--- src/rtl/rom_loader_pkg.sv ---
// -----------------------------------------------------------------------------
// rom_loader_pkg
// Shared definitions for the boot-time program loader: the loader FSM state
// encoding, the byte-lane index type used while packing ROM bytes into
// instruction words, and the word geometry constants.
// -----------------------------------------------------------------------------
package rom_loader_pkg;

   localparam int BYTES_PER_WORD = 4;
   localparam int WORD_WIDTH     = 32;

   // Index of the byte lane currently being filled (lane 0 = bits 7:0).
   typedef logic [$clog2(BYTES_PER_WORD)-1:0] lane_t;

   localparam lane_t LAST_LANE = lane_t'(BYTES_PER_WORD - 1);

   typedef enum logic [1:0] {
      ST_IDLE  = 2'd0,
      ST_FETCH = 2'd1,
      ST_WRITE = 2'd2,
      ST_DONE  = 2'd3
   } state_e;

endpackage : rom_loader_pkg

--- src/rtl/rom_loader_word_packer.sv ---
// -----------------------------------------------------------------------------
// rom_loader_word_packer
// Little-endian byte-to-word assembler. Each push drops byte_i into the lane
// selected by the internal lane counter and advances it; clear empties the
// buffer and rewinds the lane to 0. Because the buffer is cleared between
// words, a word flushed before all lanes are filled carries zeros in the
// unfilled upper lanes.
//
// Ports:
//   clk, rst_n  clock / asynchronous active-low reset
//   clear_i     empty buffer and rewind lane (has priority over push_i)
//   push_i      store byte_i into the current lane and advance
//   byte_i      byte to store
//   lane_o      lane that the next push will fill
//   word_o      assembled word
// -----------------------------------------------------------------------------
module rom_loader_word_packer
   import rom_loader_pkg::*;
(
   input  logic                  clk,
   input  logic                  rst_n,
   input  logic                  clear_i,
   input  logic                  push_i,
   input  logic [7:0]            byte_i,
   output logic [1:0]            lane_o,
   output logic [WORD_WIDTH-1:0] word_o
);

   lane_t                 lane_q, lane_d;
   logic [WORD_WIDTH-1:0] word_q, word_d;

   always_comb begin
      lane_d = lane_q;
      word_d = word_q;
      if (clear_i) begin
         lane_d = '0;
         word_d = '0;
      end else if (push_i) begin
         // {lane,3'b000} is lane*8: the bit offset of the lane's byte.
         word_d[{lane_q, 3'b000} +: 8] = byte_i;
         lane_d                        = lane_q + lane_t'(1);
      end
   end

   always_ff @(posedge clk or negedge rst_n) begin
      if (!rst_n) begin
         lane_q <= '0;
         word_q <= '0;
      end else begin
         lane_q <= lane_d;
         word_q <= word_d;
      end
   end

   assign lane_o = lane_q;
   assign word_o = word_q;

endmodule : rom_loader_word_packer

--- src/rtl/rom_loader.sv ---
// -----------------------------------------------------------------------------
// rom_loader
// Boot-time program loader. Walks the program ROM one byte per cycle from
// byte address 0 until the ROM raises rom_done, packs the bytes little-endian
// into 32-bit words and writes each word to instruction memory through a
// mem_we/mem_ready handshake. busy holds the core in reset while loading.
//
// Ports:
//   clk, rst_n    clock / asynchronous active-low reset
//   start         one-cycle pulse starting a (re)load; ignored while busy
//   rom_address   registered ROM byte address
//   rom_byte      ROM data for rom_address (combinational)
//   rom_done      ROM end-of-image flag for rom_address (combinational)
//   mem_addr      instruction-memory word address
//   mem_wdata     word being written
//   mem_we        write request, held until mem_ready
//   mem_ready     memory accepts the write when high together with mem_we
//   busy          load in progress
//   loaded        image fully written
//   partial_word  image length was not a multiple of 4 bytes
//   overflow      image did not fit in MAX_WORDS words
//   word_count    words written by the current / last load
// -----------------------------------------------------------------------------
module rom_loader
   import rom_loader_pkg::*;
#(
   parameter int MEM_ADDR_WIDTH = 10,
   parameter int MAX_WORDS      = 1024,
   parameter int BASE_WORD_ADDR = 0
) (
   input  logic                      clk,
   input  logic                      rst_n,
   input  logic                      start,
   output logic [31:0]               rom_address,
   input  logic [7:0]                rom_byte,
   input  logic                      rom_done,
   output logic [MEM_ADDR_WIDTH-1:0] mem_addr,
   output logic [WORD_WIDTH-1:0]     mem_wdata,
   output logic                      mem_we,
   input  logic                      mem_ready,
   output logic                      busy,
   output logic                      loaded,
   output logic                      partial_word,
   output logic                      overflow,
   output logic [MEM_ADDR_WIDTH:0]   word_count
);

   localparam logic [MEM_ADDR_WIDTH-1:0] BASE_ADDR = MEM_ADDR_WIDTH'(BASE_WORD_ADDR);
   localparam logic [MEM_ADDR_WIDTH-1:0] ADDR_ONE  = MEM_ADDR_WIDTH'(1);
   localparam logic [MEM_ADDR_WIDTH:0]   CNT_ONE   = (MEM_ADDR_WIDTH + 1)'(1);
   localparam logic [MEM_ADDR_WIDTH:0]   MAX_CNT   = (MEM_ADDR_WIDTH + 1)'(MAX_WORDS);

   state_e                    state_q, state_d;
   logic [31:0]               rom_addr_q, rom_addr_d;
   logic [MEM_ADDR_WIDTH-1:0] mem_addr_q, mem_addr_d;
   logic [MEM_ADDR_WIDTH:0]   count_q, count_d;
   logic                      partial_q, partial_d;
   logic                      overflow_q, overflow_d;
   // flush_q: the word in WRITE is the short final word; load ends after it.
   logic                      flush_q, flush_d;
   // limit_q: MAX_WORDS written; next FETCH only peeks at rom_done.
   logic                      limit_q, limit_d;

   logic                      pk_clear;
   logic                      pk_push;
   logic [1:0]                pk_lane;
   logic [WORD_WIDTH-1:0]     pk_word;

   rom_loader_word_packer u_packer (
      .clk     (clk),
      .rst_n   (rst_n),
      .clear_i (pk_clear),
      .push_i  (pk_push),
      .byte_i  (rom_byte),
      .lane_o  (pk_lane),
      .word_o  (pk_word)
   );

   always_comb begin
      state_d    = state_q;
      rom_addr_d = rom_addr_q;
      mem_addr_d = mem_addr_q;
      count_d    = count_q;
      partial_d  = partial_q;
      overflow_d = overflow_q;
      flush_d    = flush_q;
      limit_d    = limit_q;
      pk_clear   = 1'b0;
      pk_push    = 1'b0;

      unique case (state_q)
         ST_IDLE, ST_DONE: begin
            // A start from DONE is a full reload, identical to one from IDLE.
            if (start) begin
               state_d    = ST_FETCH;
               rom_addr_d = '0;
               mem_addr_d = BASE_ADDR;
               count_d    = '0;
               partial_d  = 1'b0;
               overflow_d = 1'b0;
               flush_d    = 1'b0;
               limit_d    = 1'b0;
               pk_clear   = 1'b1;
            end
         end

         ST_FETCH: begin
            if (limit_q) begin
               // Capacity used up: any byte still present means the image
               // was truncated. Nothing is consumed in this cycle.
               overflow_d = ~rom_done;
               limit_d    = 1'b0;
               state_d    = ST_DONE;
            end else if (rom_done) begin
               // The byte at the done address is never consumed.
               if (pk_lane == 2'd0) begin
                  state_d = ST_DONE;
               end else begin
                  partial_d = 1'b1;
                  flush_d   = 1'b1;
                  state_d   = ST_WRITE;
               end
            end else begin
               pk_push    = 1'b1;
               rom_addr_d = rom_addr_q + 32'd1;
               if (pk_lane == LAST_LANE) begin
                  state_d = ST_WRITE;
               end
            end
         end

         ST_WRITE: begin
            if (mem_ready) begin
               mem_addr_d = mem_addr_q + ADDR_ONE;
               count_d    = count_q + CNT_ONE;
               pk_clear   = 1'b1;
               if (flush_q) begin
                  state_d = ST_DONE;
               end else begin
                  state_d = ST_FETCH;
                  limit_d = ((count_q + CNT_ONE) == MAX_CNT);
               end
            end
         end

         default: state_d = ST_IDLE;
      endcase
   end

   always_ff @(posedge clk or negedge rst_n) begin
      if (!rst_n) begin
         state_q    <= ST_IDLE;
         rom_addr_q <= '0;
         mem_addr_q <= BASE_ADDR;
         count_q    <= '0;
         partial_q  <= 1'b0;
         overflow_q <= 1'b0;
         flush_q    <= 1'b0;
         limit_q    <= 1'b0;
      end else begin
         state_q    <= state_d;
         rom_addr_q <= rom_addr_d;
         mem_addr_q <= mem_addr_d;
         count_q    <= count_d;
         partial_q  <= partial_d;
         overflow_q <= overflow_d;
         flush_q    <= flush_d;
         limit_q    <= limit_d;
      end
   end

   // Status decoded straight from the state register so that reset clears
   // them without waiting for a clock edge.
   assign busy         = (state_q == ST_FETCH) || (state_q == ST_WRITE);
   assign loaded       = (state_q == ST_DONE);
   assign mem_we       = (state_q == ST_WRITE);
   assign rom_address  = rom_addr_q;
   assign mem_addr     = mem_addr_q;
   assign mem_wdata    = pk_word;
   assign word_count   = count_q;
   assign partial_word = partial_q;
   assign overflow     = overflow_q;

endmodule : rom_loader
--- config.mk ---
export PLATFORM = sky130hd
export DESIGN_NAME = rom_loader
export DESIGN_NICKNAME = d
export VERILOG_FILES = /design/src/rtl/rom_loader_pkg.sv /design/src/rtl/rom_loader_word_packer.sv /design/src/rtl/rom_loader.sv
export SDC_FILE = /design/constraint.sdc
export NUM_CORES = 1
export LEC_CHECK = 0
export CORE_MARGIN = 5
export CORE_UTILIZATION = 63
export CTS_CLUSTER_SIZE = 10
export DETAILED_ROUTE_END_ITERATION = 7
export DONT_BUFFER_PORTS = 1
export PLACE_DENSITY = 0.88
export SETUP_SLACK_MARGIN = 0.05
export SYNTH_ARGS = -nofsm -noshare
export SYNTH_HDL_FRONTEND = slang
export SYNTH_SLANG_ARGS = --single-unit
--- constraint.sdc ---
create_clock -name clk -period 2.7 [get_ports clk]
set_input_delay 0.54 -clock clk [delete_from_list [all_inputs] [get_ports clk]]
set_output_delay 0.54 -clock clk [all_outputs]
set_load 0.01 [all_outputs]
==> run summary <==
RSZ-0062 raised after global routing: no
Critical path required time: 2970 ps
Core Footprint: 7137 sq um
Fin area: 4886 sq um
Pint: 2.265 mW
Drt pass-1 iters: 4
DP Area: 4684 sq um
First-pass GRT wire length: 16990 um
Arr. time, crit path: 2740 ps
Part of the power in the clock network: 25.2%
Net count, final: 495
Vias/cell: 6.223
Synth Area in XOR/XNOR: 4.808%
DRT Wirelength: 10150 um
Buffers on Ports: 0
CTS tree: done
Seq/Total Area, Yosys: 50.55%
GRT overflow: 0
Top FF cell, synth: dfrtp_1
Final core utilization: 68.46%
Max IR drop VDD: 0.3662 mV
Synth Area in Compound Gates: 16.57%
Hpwl dp: 7484 um
Seq pwr share: 46.3%
Clock Root Buffer: clkbuf_8
Row cnt: 31
Leak: 2.083 nW
Synth warn: 0
Mux share of post-synthesis cell area: 0.4670%
WL/cell: 17.68 um
Max Freq: 404.1 MHz
Adder-cell share of the synthesized area: 3.297%
Pwr per Cell Area: 744.9 nW/um^2
HP Class: in2async
Worst-path clk slew: 100 ps
CP Launch Type: flip-flop
Comb pwr share: 28.5%
Clock Skew: 12.26 ps
Hold Slack: -124.1 ps
Via Count: 3572
Die footprint: 9030 sq um
Htree depth: 3
Starting Density: 63.81%
Setup CP Type: reg2reg
Library cells used by synthesis: 47
Final setup violating endpoints: 0
Fillers: 577
GPL Wtd Cong: 0.9006
Residual DRC: 0
Fin. max-slew vios: 0
Synth Register Bits: 92
Slowest CP cell: or4_1
Worst slew pin tran: 760.7 ps
Clk buf depth: 2
Num CTS Buffers: 9
Mapped Nets: 491
Worst setup margin: 225.4 ps
Min Tclk post-route: 2475 ps
Final Hold Viols: 92
Commonest non-fill, non-tap cell in the layout: dfrtp_1
CP endpoint kind: flip-flop
Crit path cell chain: inv_1, ha_1, or2b_4, o2111ai_4, or4_1, or3_1, a21oi_1
Slew HR: 48.95%
Post-synth ARST share: 100.0%
Switching pwr: 1.375 mW
Synth Instances: 466
Tcrit/Tclk final: 91.65%
Largest net degree at the start of global routing: 93
Diodes inserted: 0
Failing checks: negative hold slack
Setup tns final: 0 ps
Vias in the first global route: 3500
Initial antenna violation count: 0
Skew-Pair Late Insertion Delay: 350 ps
Max FO, Critical Path: 10
Layout area overhead: 7.280%
Syn Area/Cell: 9.773 sq um
Ports: 103
Dpl ws: 255.0 ps
Status: finished with violations
Final ANT Viol Nets: 0
Most frequent cells in the layout: dfrtp_1 (92), nand2_1 (50), a21oi_1 (39), nor2_1 (32), o21ai_0 (32)
Die Y: 95.03 um
Maxcap violations: 0
Sw Share: 37.77%
GR Util All Layers: 23.58%
Simple-Gate Fraction of Synth Area: 21.35%
Cell family with most CP delay: simple AND/OR/NAND/NOR gates
CP max stage delay: 690 ps
Post-synthesis cell area: 4554 sq um
EDFF count, synth: 0
Combinational family with the most area after synthesis: simple AND/OR/NAND/NOR gates
Share of cells above drive strength 1: 8.632%
Die width: 95.03 um
Critical path buffers and inverters: 1
Sink Count: 92
Initial detailed-routing violation count: 275
Post-CTS setup buffer count: 0
## cell families (layout without fill, tap and decap cells)
family,Yosys count,count (layout)
simple gates,185,185
compound gates,118,118
flops,92,92
buf+inv,32,41
xor+xnor,25,25
fa+ha+maj,12,12
mux,2,2
## repair_timing
| action | 4_1_cts | 5_1_grt |
|---|---|---|
| gates resized for setup | 0 | 2 |
| endpoints found under the setup margin | 0 | 3 |
| hold endpoints to repair | 92 | 92 |
## cells in the mapped netlist, types with 2 or more instances
master	number	area share [%]
o31ai_1	5	0.82
nor2b_1	4	0.55
o21ai_0	33	3.6
or3_1	16	2.2
a22o_1	26	5.0
a211oi_1	3	0.49
nor4_1	7	0.96
nor4b_1	2	0.38
clkbuf_1	14	1.2
and3_1	5	0.69
xor2_1	10	1.9
buf_2	2	0.22
ha_1	12	3.3
a21oi_1	39	4.3
or4_4	3	0.74
inv_1	13	1.1
or4_1	4	0.66
nand3_1	27	3.0
a31oi_1	4	0.55
nand4_1	8	1.1
nor3_1	11	1.2
dfrtp_1	92	51
nor2_1	33	2.7
and4_1	6	1.2
nand2_1	50	4.1
a21o_1	2	0.33
xnor2_1	15	2.9
## per-layer routing
| layer | wire [um] | part of all wire (%) | up-vias | global-route usage, % |
|---|---|---|---|---|
| li1 | - | - | 1698 | - |
| met1 | 4211 | 41 | 1743 | 31.76 |
| met2 | 4965 | 49 | 125 | 37.52 |
| met3 | 908 | 8.9 | 6 | 6.946 |
| met4 | 64 | 0.63 | 0 | 6.370 |
| met5 | 0 | 0 | - | 0 |
## flip-flops by register name, indices dropped and copies added (netlist names)
register	flops
rom_address	32
u_packer.word_o	32
word_count	11
mem_addr	10
state_q	2
u_packer.lane_o	2
flush_q	1
limit_q	1
overflow	1
## power groups by stage
stage / clock network (mW) / registers, mW / logic, mW
6_report: 0.919 / 1.68 / 1.04
5_1_grt: 1.00 / 1.70 / 1.16
4_1_cts: 0.938 / 1.69 / 1.03
3_5_place_dp: 0 / 1.72 / 1.02
3_3_place_gp: 0 / 1.71 / 0.988
2_1_floorplan: 0 / 1.67 / 0.768
## final cells by class
cell class	count	area, sq um	share of cell area, %
clock buffers	9	123.9	2.535
clock inverters	7	75.07	1.536
inverters	13	48.80	0.9987
multi-input cells	342	2122	43.43
flip-flops and latches	92	2302	47.12
well taps	99	123.9	2.535
repair buffers	12	90.09	1.844
## path summary, 6_finish.rpt
path	startpoint	slack, ps	to	cells past startpoint
max	state_q[0]	230	rom_address[27]	7
min	rst_n	-120	rom_address[24]	0
max reg2reg	state_q[0]	230	rom_address[27]	7
min reg2reg	u_packer.word_o[12]	580	u_packer.word_o[12]	1
max in group asynchronous	rst_n	2670	rom_address[26]	0
min in group clk	rom_byte[2]	320	u_packer.word_o[10]	1
## stage by stage
stage / power (mW) / hold slack [ps] / std cells
after detailed placement: 2.739 / 247.4 / 558
after CTS: 3.657 / -133.1 / 574
after global routing: 3.864 / -148.0 / 574
after global placement: 2.696 / 247.2 / 558
final: 3.639 / -124.1 / 574
after floorplan: 2.433 / 244.4 / 466
Power figures use the tool's default switching activity.
